**config.mk**
```make
export PLATFORM = sky130hd
export DESIGN_NAME = axil_iob_sched
export DESIGN_NICKNAME = d
export VERILOG_FILES = /design/src/rtl/axil_iob_sched.sv
export SDC_FILE = /design/constraint.sdc
export NUM_CORES = 1
export LEC_CHECK = 0
export ABC_AREA = 0
export CAP_MARGIN = 20
export CORE_MARGIN = 4
export CORE_UTILIZATION = 33
export CTS_BUF_LIST = sky130_fd_sc_hd__clkbuf_2 sky130_fd_sc_hd__clkbuf_4 sky130_fd_sc_hd__clkbuf_8
export CTS_CLUSTER_SIZE = 25
export DETAILED_ROUTE_END_ITERATION = 10
export GPL_TIMING_DRIVEN = 1
export HOLD_SLACK_MARGIN = 0.05
export PLACE_DENSITY_LB_ADDON = 0.3
export REMOVE_ABC_BUFFERS = 1
export SKIP_LAST_GASP = 1
export SLEW_MARGIN = 20
export SYNTH_ARGS = -nofsm -noshare
export SYNTH_HDL_FRONTEND = slang
export SYNTH_SLANG_ARGS = --single-unit
```
**constraint.sdc**
```tcl
create_clock -name clk_i -period 13.9 [get_ports clk_i]
set_input_delay 1.39 -clock clk_i [delete_from_list [all_inputs] [get_ports clk_i]]
set_output_delay 1.39 -clock clk_i [all_outputs]
set_load 0.01 [all_outputs]
```
**src/rtl/axil_iob_sched.sv**
```systemverilog
// axil_iob_sched: AXI4-Lite slave to IOb master sequencer.
// Each AXI request channel (AW, W, AR) has a one-entry buffer, so the channels
// stay independent. A single FSM issues one IOb access at a time. Reads and
// writes alternate when both are pending. B and R responses come from registers.
module axil_iob_sched #(
  parameter int AXIL_ADDR_W = 21,
  parameter int AXIL_DATA_W = 32,
  parameter int ADDR_W      = AXIL_ADDR_W,
  parameter int DATA_W      = AXIL_DATA_W
) (
  input  logic                     clk_i,
  input  logic                     arst_i,
  // AXI4-Lite write address channel
  input  logic [AXIL_ADDR_W-1:0]   axil_awaddr_i,
  input  logic                     axil_awvalid_i,
  output logic                     axil_awready_o,
  // AXI4-Lite write data channel
  input  logic [AXIL_DATA_W-1:0]   axil_wdata_i,
  input  logic [AXIL_DATA_W/8-1:0] axil_wstrb_i,
  input  logic                     axil_wvalid_i,
  output logic                     axil_wready_o,
  // AXI4-Lite write response channel
  output logic [1:0]               axil_bresp_o,
  output logic                     axil_bvalid_o,
  input  logic                     axil_bready_i,
  // AXI4-Lite read address channel
  input  logic [AXIL_ADDR_W-1:0]   axil_araddr_i,
  input  logic                     axil_arvalid_i,
  output logic                     axil_arready_o,
  // AXI4-Lite read data channel
  output logic [AXIL_DATA_W-1:0]   axil_rdata_o,
  output logic [1:0]               axil_rresp_o,
  output logic                     axil_rvalid_o,
  input  logic                     axil_rready_i,
  // IOb master port
  output logic                     iob_avalid_o,
  output logic [ADDR_W-1:0]        iob_addr_o,
  output logic [DATA_W-1:0]        iob_wdata_o,
  output logic [DATA_W/8-1:0]      iob_wstrb_o,
  input  logic [DATA_W-1:0]        iob_rdata_i,
  input  logic                     iob_rvalid_i,
  input  logic                     iob_ready_i
);

  localparam int STRB_W = AXIL_DATA_W / 8;

  typedef enum logic [2:0] {
    ST_IDLE    = 3'd0,
    ST_WR_REQ  = 3'd1,
    ST_B_RESP  = 3'd2,
    ST_RD_REQ  = 3'd3,
    ST_RD_WAIT = 3'd4,
    ST_R_RESP  = 3'd5
  } state_t;

  typedef enum logic {
    GRANT_WR = 1'b0,
    GRANT_RD = 1'b1
  } grant_t;

  state_t                  state_q;
  grant_t                  last_grant_q;

  // Channel buffers
  logic                    aw_full_q;
  logic                    w_full_q;
  logic                    ar_full_q;
  logic [AXIL_ADDR_W-1:0]  aw_addr_q;
  logic [AXIL_DATA_W-1:0]  w_data_q;
  logic [STRB_W-1:0]       w_strb_q;
  logic [AXIL_ADDR_W-1:0]  ar_addr_q;

  // Registered outputs
  logic                    bvalid_q;
  logic                    rvalid_q;
  logic [AXIL_DATA_W-1:0]  rdata_q;
  logic                    avalid_q;
  logic [ADDR_W-1:0]       addr_q;
  logic [DATA_W-1:0]       wdata_q;
  logic [DATA_W/8-1:0]     wstrb_q;

  logic                    aw_hs_s;
  logic                    w_hs_s;
  logic                    ar_hs_s;
  logic                    wr_pend_s;
  logic                    rd_pend_s;
  logic                    grant_wr_s;
  logic                    grant_rd_s;

  // A buffer can accept only while it is empty. The readies are also forced
  // low while reset is asserted, so every output reads zero during reset.
  assign axil_awready_o = ~(aw_full_q | arst_i);
  assign axil_wready_o  = ~(w_full_q  | arst_i);
  assign axil_arready_o = ~(ar_full_q | arst_i);

  assign aw_hs_s = axil_awvalid_i & ~aw_full_q;
  assign w_hs_s  = axil_wvalid_i  & ~w_full_q;
  assign ar_hs_s = axil_arvalid_i & ~ar_full_q;

  assign axil_bresp_o  = 2'b00;
  assign axil_rresp_o  = 2'b00;
  assign axil_bvalid_o = bvalid_q;
  assign axil_rvalid_o = rvalid_q;
  assign axil_rdata_o  = rdata_q;
  assign iob_avalid_o  = avalid_q;
  assign iob_addr_o    = addr_q;
  assign iob_wdata_o   = wdata_q;
  assign iob_wstrb_o   = wstrb_q;

  // Arbitration: when both directions are pending, grant the one that was not granted last.
  always_comb begin
    wr_pend_s  = aw_full_q & w_full_q;
    rd_pend_s  = ar_full_q;
    grant_wr_s = 1'b0;
    grant_rd_s = 1'b0;
    if (wr_pend_s && rd_pend_s) begin
      grant_wr_s = (last_grant_q == GRANT_RD);
      grant_rd_s = (last_grant_q == GRANT_WR);
    end else begin
      grant_wr_s = wr_pend_s;
      grant_rd_s = rd_pend_s;
    end
  end

  // Buffer payload capture. A payload is held while its full flag is set.
  always_ff @(posedge clk_i or posedge arst_i) begin
    if (arst_i) begin
      aw_addr_q <= '0;
      w_data_q  <= '0;
      w_strb_q  <= '0;
      ar_addr_q <= '0;
    end else begin
      if (aw_hs_s) begin
        aw_addr_q <= axil_awaddr_i;
      end
      if (w_hs_s) begin
        w_data_q <= axil_wdata_i;
        w_strb_q <= axil_wstrb_i;
      end
      if (ar_hs_s) begin
        ar_addr_q <= axil_araddr_i;
      end
    end
  end

  // Sequencing FSM. It owns the buffer full flags, the grant history and every registered output.
  always_ff @(posedge clk_i or posedge arst_i) begin
    if (arst_i) begin
      state_q      <= ST_IDLE;
      last_grant_q <= GRANT_RD;
      aw_full_q    <= 1'b0;
      w_full_q     <= 1'b0;
      ar_full_q    <= 1'b0;
      bvalid_q     <= 1'b0;
      rvalid_q     <= 1'b0;
      rdata_q      <= '0;
      avalid_q     <= 1'b0;
      addr_q       <= '0;
      wdata_q      <= '0;
      wstrb_q      <= '0;
    end else begin
      // A capture only happens into an empty buffer, and the FSM only clears
      // a full one, so a set and a clear can never fall in the same cycle.
      if (aw_hs_s) begin
        aw_full_q <= 1'b1;
      end
      if (w_hs_s) begin
        w_full_q <= 1'b1;
      end
      if (ar_hs_s) begin
        ar_full_q <= 1'b1;
      end

      case (state_q)
        ST_IDLE: begin
          if (grant_wr_s) begin
            last_grant_q <= GRANT_WR;
            if (w_strb_q != '0) begin
              state_q  <= ST_WR_REQ;
              avalid_q <= 1'b1;
              addr_q   <= aw_addr_q[ADDR_W-1:0];
              wdata_q  <= w_data_q;
              wstrb_q  <= w_strb_q;
            end else begin
              // A write with no byte enabled needs no IOb access; answer it directly.
              state_q   <= ST_B_RESP;
              bvalid_q  <= 1'b1;
              aw_full_q <= 1'b0;
              w_full_q  <= 1'b0;
            end
          end else if (grant_rd_s) begin
            last_grant_q <= GRANT_RD;
            state_q      <= ST_RD_REQ;
            avalid_q     <= 1'b1;
            addr_q       <= ar_addr_q[ADDR_W-1:0];
            wdata_q      <= '0;
            wstrb_q      <= '0;
          end
        end

        ST_WR_REQ: begin
          if (iob_ready_i) begin
            state_q   <= ST_B_RESP;
            avalid_q  <= 1'b0;
            addr_q    <= '0;
            wdata_q   <= '0;
            wstrb_q   <= '0;
            aw_full_q <= 1'b0;
            w_full_q  <= 1'b0;
            bvalid_q  <= 1'b1;
          end
        end

        ST_B_RESP: begin
          if (axil_bready_i) begin
            state_q  <= ST_IDLE;
            bvalid_q <= 1'b0;
          end
        end

        ST_RD_REQ: begin
          if (iob_ready_i) begin
            state_q   <= ST_RD_WAIT;
            avalid_q  <= 1'b0;
            addr_q    <= '0;
            wdata_q   <= '0;
            wstrb_q   <= '0;
            ar_full_q <= 1'b0;
          end
        end

        ST_RD_WAIT: begin
          if (iob_rvalid_i) begin
            state_q  <= ST_R_RESP;
            rdata_q  <= iob_rdata_i;
            rvalid_q <= 1'b1;
          end
        end

        ST_R_RESP: begin
          if (axil_rready_i) begin
            state_q  <= ST_IDLE;
            rvalid_q <= 1'b0;
          end
        end

        default: begin
          state_q  <= ST_IDLE;
          bvalid_q <= 1'b0;
          rvalid_q <= 1'b0;
          avalid_q <= 1'b0;
          addr_q   <= '0;
          wdata_q  <= '0;
          wstrb_q  <= '0;
        end
      endcase
    end
  end

endmodule

```
==> Yosys cells after proc, flatten, opt, wreduce, memory -nomap -nowiden <==
Cells that the tools add are included.
{ "totals": {"regBits": 177, "latchBits": 0, "ram_bits": 0, "romBits": 0, "inputBits": 119, "out_inout_bits": 99, "word_cells": 115, "n_memories": 0} }
{ "op_classes": {"addsub": 0, "n_mul": 0, "div_mod_pow": 0, "magnitude_cmp": 0, "n_eq_ne": 15, "shifts": 0, "n_mux": 53, "n_bitwise": 17, "reduce_logical": 14} }
{ "op_table": {"columns": ["cell", "n"], "rows": [
  ["two-way mux 32 bit", 4],
  ["one-hot mux 32 bit (3 select lines)", 1],
  ["two-way mux 21 bit", 4],
  ["one-hot mux 21 bit (3 select lines)", 1],
  ["two-way mux 1 bit", 24],
  ["two-way mux 3 bit", 7],
  ["one-hot mux 3 bit (6 select lines)", 1],
  ["two-way mux 4 bit", 4],
  ["inequality test 2 bit, second input constant", 7],
  ["one-hot mux 4 bit (3 select lines)", 1],
  ["NOT 1 bit", 10],
  ["equality test 3 x 2 -> 1 bit, second input constant", 2],
  ["equality test 3 bit, second input constant", 2],
  ["inequality test 3 bit, second input constant", 2],
  ["one-hot mux 1 bit (3 select lines)", 2],
  ["AND reduction 6 bit", 1],
  ["OR reduction 3 bit", 2],
  ["AND reduction 5 bit", 1],
  ["AND 1 bit", 4],
  ["one-hot mux 1 bit (2 select lines)", 2],
  ["one-hot mux 1 bit (4 select lines)", 1],
  ["AND reduction 2 bit", 2],
  ["AND reduction 4 bit", 1],
  ["nonzero test 4 bit", 1],
  ["10 further kinds", 12]
]} }

==> Longest topological paths before layout <==
Gate-level depths: netlist of run 1.
{ "depth": {"ltp_word": 6, "mapped_depth": 7, "mapped_depth_nobuf": 4} }

==> Least setup slack after synthesis of run 1 <==
No wires, ideal clock.
{ "synth_timing": {"kind": "input port to output port", "from": "input port arst_i", "to": "output port axil_arready_o", "arrival_ns": 1.547, "t_required_ns": 12.510, "setup_slack_ns": 10.963, "path_stages": 1, "path_buffers": 0, "path_cell_list": "nor2_1"} }
{ "synth_via": {"elab_chain_len": 2} }
{ "synth_lines": {"columns": ["element", "line", "text"], "rows": [
  ["from (decl)", "12", "input logic arst_i,"],
  ["OR 1 bit", "94", "assign axil_arready_o = ~(ar_full_q | arst_i);"],
  ["NOT 1 bit", "94", null],
  ["to (decl)", "29", "output logic axil_arready_o,"]
]} }
No other way between the ends.

==> Worst setup path after layout of run 1 <==
Ends and elaborated chain as after synthesis.

==> flow_metrics.py, run 1 <==
metrics = {
    "critical_path": {
        "crit_buf_inv": 2,
        "critical_path_arrival_ps": 2600,
        "timing.setup.critical_path_class": "in -> out",
        "slowest_stage_delay_cp_ps": 550,
        "cp_data_required_time_ps": 12510,
        "cp_max_fo": 4,
        "cpMostUsedCell": "sky130_fd_sc_hd__clkdlybuf4s50_1",
        "path_delay_family": "buffers and inverters",
        "worstPathCellList": "clkdlybuf4s50_1, nor2_1, clkdlybuf4s50_1",
        "timing.critical_path.slowest_stage_cell": "sky130_fd_sc_hd__clkdlybuf4s50_1",
        "endpoint_kind": "output pin",
        "critPathLaunchType": "input port",
    },
    "finish": {
        "n_antenna_cell": 0,
        "layout_common_cells": "213 x sky130_fd_sc_hd__clkdlybuf4s50_1, 176 x sky130_fd_sc_hd__dfrtp_1, 111 x sky130_fd_sc_hd__mux2_2",
        "final_nets": 786,
        "fraction_of_layout_cells_with_a_size_suffix_above_1_pct": 26.9,
        "layout.filler_cells": 1836,
        "areaGrowthSynthToFinish_pct": 40.2,
        "final_common_cell": "sky130_fd_sc_hd__clkdlybuf4s50_1",
    },
    "cts": {
        "post_cts_resized": 0,
        "clock_insertion_delay_worst_skew_ps": 450,
        "clock_buffers_created_by_tritoncts": 17,
        "post-cts-setup-buffers": 0,
        "cts_hold_repair_buffers": 0,
        "cts-htree-levels": 4,
        "tritoncts_clock_tree": "built",
        "max-clock-path-buffers": 2,
        "clk_pin_slew_ps": 90,
        "ctsRootBufferMaster": "sky130_fd_sc_hd__clkbuf_8",
        "clkSinkCount": 177,
    },
    "synth": {
        "synth_compound_gate_area_share_pct": 11.2,
        "synth_xor_xnor_area_share_pct": 0,
        "synth_enable_flop_cells": 0,
        "synth_top_family_by_area": "multiplexers",
        "synth.area.mux_share_pct": 20.7,
        "post_synth_design_cell_area_um2": 7050,
        "yosys.area_share.adder_pct": 0,
        "yosysUniqueCellTypes": 37,
        "synth_async_sr_flop_share_pct": 100,
        "ys.warnings.count": 0,
        "synth_area_per_cell_um2": 15.4,
        "fraction_of_the_yosys_area_taken_by_sequential_cells_pct": 62.8,
        "ys.flop_type": "sky130_fd_sc_hd__dfrtp_1",
        "synth_simple_gate_area_share_pct": 2.54,
        "yosys_register_bits": 177,
        "netlist_instances": 457,
    },
    "power": {
        "pwr_density_cell_nw_per_um2": 218,
        "leakagePower_nw": 4.12,
        "worst_vdd_ir_mv": 0.112,
    },
    "sta": {
        "rsz0062_at_grt": "no",
        "layout_worst_path_cycle_share_pct": 28.7,
        "setup_viol_count_final": 0,
        "hold_viol_final": 0,
        "worst_slew_margin_relative_to_its_limit_pct": 29.6,
        "maxSlewViolCount": 0,
        "final_layout_setup_total_negative_slack_ps": 0,
        "timing.fmax_mhz": 251,
        "timing.clock.skew_ps": 14.1,
        "setup_ws_ps": 9910,
        "tightest_slew_ps": 1050,
        "fin_crit_ps": 3990,
    },
    "drt": {
        "number_of_routed_nets_with_antenna_violations": 0,
        "drtPass1Iterations": 4,
        "vias_per_cell": 4.79,
        "total_wire_length_mm": 17.4,
        "via_count": 4579,
        "routedWlPerCell_um": 18.2,
        "drc_markers": 0,
        "drt_iter0_drc": 192,
    },
    "global_routing": {
        "global_route_wire_length_before_repair_mm": 28.0,
        "grt_max_degree": 101,
        "grt_use_total_pct": 14.8,
        "grt_pass1_vias": 5076,
        "grt_overflow": 0,
        "number_of_antenna_violations_at_the_first_check_in_global_routing": 1,
    },
    "status": {
        "status": "finished, final reports clean",
    },
    "floorplan": {
        "rows": 53,
        "die_y_extent_um": 154,
        "dieWidth_um": 154,
        "initial_core_util_pct": 33.5,
        "design.core.area_um2": 21000,
        "die_area_um2": 23800,
        "ios": 218,
    },
    "place": {
        "port-buffer-count": 213,
        "dp_slack_ps": 9890,
        "hpwl_mm": 11.8,
        "routabilityCongestion": 0.752,
    },
    "job": {
        "max_cap_viol_count": 0,
    },
    "hold_path": {
        "holdCritPathClass": "reg -> reg",
    },
}
[cell families (layout without fill, tap and decap cells)]
logic type | after synthesis | count (layout)
multiplexers | 132 | 132
AND/OR/NAND/NOR | 31 | 31
AO/OA/AOI/OAI | 80 | 80
buffers and inverters | 36 | 256
other | 1 | 4
flip-flops | 177 | 177
[state kept, by name (all words and copies together) (netlist names)]
name,flops
w_full_q,1
w_strb_q,4
aw_full_q,1
axil_rdata_o,32
aw_addr_q,21
axil_bvalid_o,1
last_grant_q,1
ar_full_q,1
iob_avalid_o,1
iob_wdata_o,32
state_q,3
ar_addr_q,21
w_data_q,32
iob_addr_o,21
iob_wstrb_o,4
axil_rvalid_o,1
[layer usage]
| metal | GRT usage, % | up-vias | wire (um) |
|---|---|---|---|
| met5 | 0 | - | 7 |
| met4 | 3.95 | 2 | 244 |
| met3 | 7.11 | 17 | 1670 |
| met2 | 22.7 | 160 | 8100 |
| met1 | 19.0 | 2317 | 7360 |
| li1 | - | 2083 | - |
[report_power, final]
group          leakage, nW  internal (mW)  switching (mW)
clock network        0.191          0.153           0.201
registers             2.18          0.746           0.143
logic                 1.75          0.508           0.405
[metrics by stage]
step | instance area [um^2] | hold WS (ps) | utilization, % | std cells | power [mW]
5_1_grt | 9890 | 525 | 47.0 | 955 | 2.31
3_3_place_gp | 9460 | 477 | 45.0 | 922 | 1.79
6_report | 9890 | 504 | 47.0 | 955 | 2.16
2_1_floorplan | 6890 | 469 | - | 427 | 1.42
4_1_cts | 9860 | 506 | 46.9 | 954 | 2.19
3_5_place_dp | 9460 | 482 | 45.0 | 922 | 1.83
[synthesized netlist by cell type, types with 6 or more instances]
cell	number	area, um^2
sky130_fd_sc_hd__dfrtp_1	176	4400
sky130_fd_sc_hd__nor2b_1	7	43.8
sky130_fd_sc_hd__buf_2	13	65.1
sky130_fd_sc_hd__mux2_2	111	1250
sky130_fd_sc_hd__mux2i_1	21	210
sky130_fd_sc_hd__clkbuf_1	9	33.8
sky130_fd_sc_hd__o2bb2ai_2	21	315
sky130_fd_sc_hd__a22o_1	36	315
sky130_fd_sc_hd__nand2_1	7	26.3
sky130_fd_sc_hd__nor2_1	7	26.3
sky130_fd_sc_hd__a21oi_1	6	30.0
[path summary, 6_finish.rpt]
check / from / to / slack, ps / depth (start not counted)
worst min register to register: w_data_q[25] / iob_wdata_o[25] / 500 / 1
min in group asynchronous: arst_i / iob_wstrb_o[2] / 1560 / 2
worst min-delay path: w_data_q[25] / iob_wdata_o[25] / 500 / 1
worst max-delay path: arst_i / axil_arready_o / 9910 / 3
worst max register to register: w_strb_q[2] / iob_wstrb_o[0] / 11310 / 5
max in group asynchronous: arst_i / ar_addr_q[13] / 11130 / 4
[final cells by class]
cell class / instances / area, um^2 / share of cell area [%]
well taps: 275 / 344 / 3.48
multi-input cells: 247 / 2480 / 25.1
clock inverters: 14 / 150 / 1.52
inverters: 3 / 16.3 / 0.165
repair buffers: 221 / 2210 / 22.4
flip-flops and latches: 177 / 4430 / 44.8
clock buffers: 18 / 248 / 2.51
Note: power is estimated with default switching activity, not from simulation.
==> inputs of run 2 (changes only) <==
clock period = 3.34 ns   (was 13.9 ns; I/O delays follow)
==> flow_metrics.py, run 2 (synthesis results as in run 1) <==
metrics = {
    "critical_path": {
        "worst-r2r-setup-slack_ps": 1170,
        "critPathLaunchType": "flip-flop",
        "timing.setup.critical_path_class": "reg -> reg",
        "critical_path_arrival_ps": 2540,
        "r2r.worst_path.cells": 5,
        "endpoint_kind": "flip-flop",
        "cp_data_required_time_ps": 3710,
        "cp_max_fo": 15,
    },
    "drt": {
        "vias_per_cell": 4.83,
        "dr.max_layer_used": "met5",
        "drt_iter0_drc": 243,
        "via_count": 4632,
        "drtPass1Iterations": 4,
        "wirelength_met1_mm": 7.82,
        "routedWlPerCell_um": 18.6,
        "route.met3.wl_mm": 1.52,
        "drc_markers": 0,
        "total_wire_length_mm": 17.9,
        "met2RoutedLength_mm": 8.25,
        "number_of_routed_nets_with_antenna_violations": 0,
    },
    "place": {
        "placement.cell_area_um2": 9520,
        "hpwl_mm": 12.4,
        "dp_slack_ps": 1190,
        "port-buffer-count": 213,
        "routabilityCongestion": 0.763,
    },
    "job": {
        "max_cap_viol_count": 0,
    },
    "status": {
        "status": "finished, final reports clean",
    },
    "cts": {
        "clock_buffers_created_by_tritoncts": 17,
        "clkSinkCount": 177,
        "clk_pin_slew_ps": 90,
        "ctsRootBufferMaster": "sky130_fd_sc_hd__clkbuf_8",
        "cts_hold_repair_buffers": 0,
        "tritoncts_clock_tree": "built",
        "cts-htree-levels": 4,
        "clock_insertion_delay_worst_skew_ps": 450,
        "max-clock-path-buffers": 2,
        "post-cts-setup-buffers": 0,
        "post_cts_resized": 0,
    },
    "finish": {
        "areaGrowthSynthToFinish_pct": 40.5,
        "final_core_util_pct": 47.1,
        "finalInstanceArea_um2": 9910,
        "n_antenna_cell": 0,
        "final_nets": 790,
        "layout.filler_cells": 1829,
        "layout_common_cells": "213 x sky130_fd_sc_hd__clkdlybuf4s50_1, 176 x sky130_fd_sc_hd__dfrtp_1, 111 x sky130_fd_sc_hd__mux2_2",
        "final_common_cell": "sky130_fd_sc_hd__clkdlybuf4s50_1",
        "fraction_of_layout_cells_with_a_size_suffix_above_1_pct": 27.3,
    },
    "sta": {
        "worst_slew_margin_relative_to_its_limit_pct": 52.9,
        "maxSlewViolCount": 0,
        "setup_ws_ps": 1170,
        "timing.hold.ws_ps": 455,
        "fin_crit_ps": 2170,
        "setup_viol_count_final": 0,
        "final_layout_setup_total_negative_slack_ps": 0,
        "tightest_slew_ps": 707,
        "layout_worst_path_cycle_share_pct": 65.0,
        "timing.clock.skew_ps": 10.5,
        "rsz0062_at_grt": "no",
        "timing.fmax_mhz": 461,
        "hold_viol_final": 0,
    },
    "global_routing": {
        "number_of_antenna_violations_at_the_first_check_in_global_routing": 1,
        "global_route_wire_length_before_repair_mm": 28.5,
        "grt_use_total_pct": 15.0,
        "grt_pass1_vias": 5210,
        "grt_max_degree": 76,
        "grt_overflow": 0,
    },
    "power": {
        "leakagePower_nw": 4.14,
        "worst_vdd_ir_mv": 0.412,
        "pwr_density_cell_nw_per_um2": 909,
    },
    "floorplan": {
        "rows": 53,
        "die_y_extent_um": 154,
        "ios": 218,
        "dieWidth_um": 154,
        "initial_core_util_pct": 33.5,
        "die_area_um2": 23800,
        "design.core.area_um2": 21000,
    },
    "hold_path": {
        "holdCritPathClass": "in -> async",
    },
}
run 2: layout make-up:
| class | instances | area (um^2) | area share, % |
|---|---|---|---|
| Tap cell | 275 | 344 | 3.47 |
| Sequential cell | 177 | 4430 | 44.7 |
| Clock inverter | 10 | 100 | 1.01 |
| Inverter | 3 | 16.3 | 0.164 |
| Multi-Input combinational cell | 247 | 2480 | 25.1 |
| Clock buffer | 22 | 284 | 2.87 |
| Timing Repair Buffer | 225 | 2250 | 22.7 |
run 2: final timing paths:
check                            startpoint              to
max                              state_q[1]  iob_addr_o[12]
max in group asynchronous            arst_i  iob_wdata_o[2]
min                                  arst_i  iob_wstrb_o[0]
min reg2reg                     w_data_q[9]  iob_wdata_o[9]
min in group clk_i         axil_wdata_i[14]    w_data_q[14]
max reg2reg                      state_q[1]  iob_addr_o[12]
run 2: worst max-delay path, cell delays in order (launching register included):
cell and delay, ps:
sky130_fd_sc_hd__dfrtp_1 530, sky130_fd_sc_hd__nor3_2 440, sky130_fd_sc_hd__nor2b_1 420, sky130_fd_sc_hd__o21ai_4 280
sky130_fd_sc_hd__buf_4 270, sky130_fd_sc_hd__o2bb2ai_2 150
run 2: metal layers:
| layer | vias to the layer above | global-route usage (%) |
|---|---|---|
| met5 | - | 0 |
| met4 | 2 | 4.16 |
| met3 | 20 | 6.30 |
| met2 | 161 | 23.2 |
| met1 | 2356 | 19.4 |
| li1 | 2093 | - |
run 2: metrics by stage:
step | cells | power [mW]
3_5_place_dp | 927 | 7.66
5_1_grt | 959 | 9.58
2_1_floorplan | 427 | 5.90
3_3_place_gp | 927 | 7.49
4_1_cts | 959 | 9.15
6_report | 959 | 9.00
run 2: where the power goes:
part           leakage [nW]  total (mW)  switching (mW)  internal [mW]
clock network         0.187        1.44           0.781          0.662
logic                  1.77        3.83            1.69           2.14
registers              2.18        3.73           0.625           3.11
total                  4.14        9.00            3.09           5.91
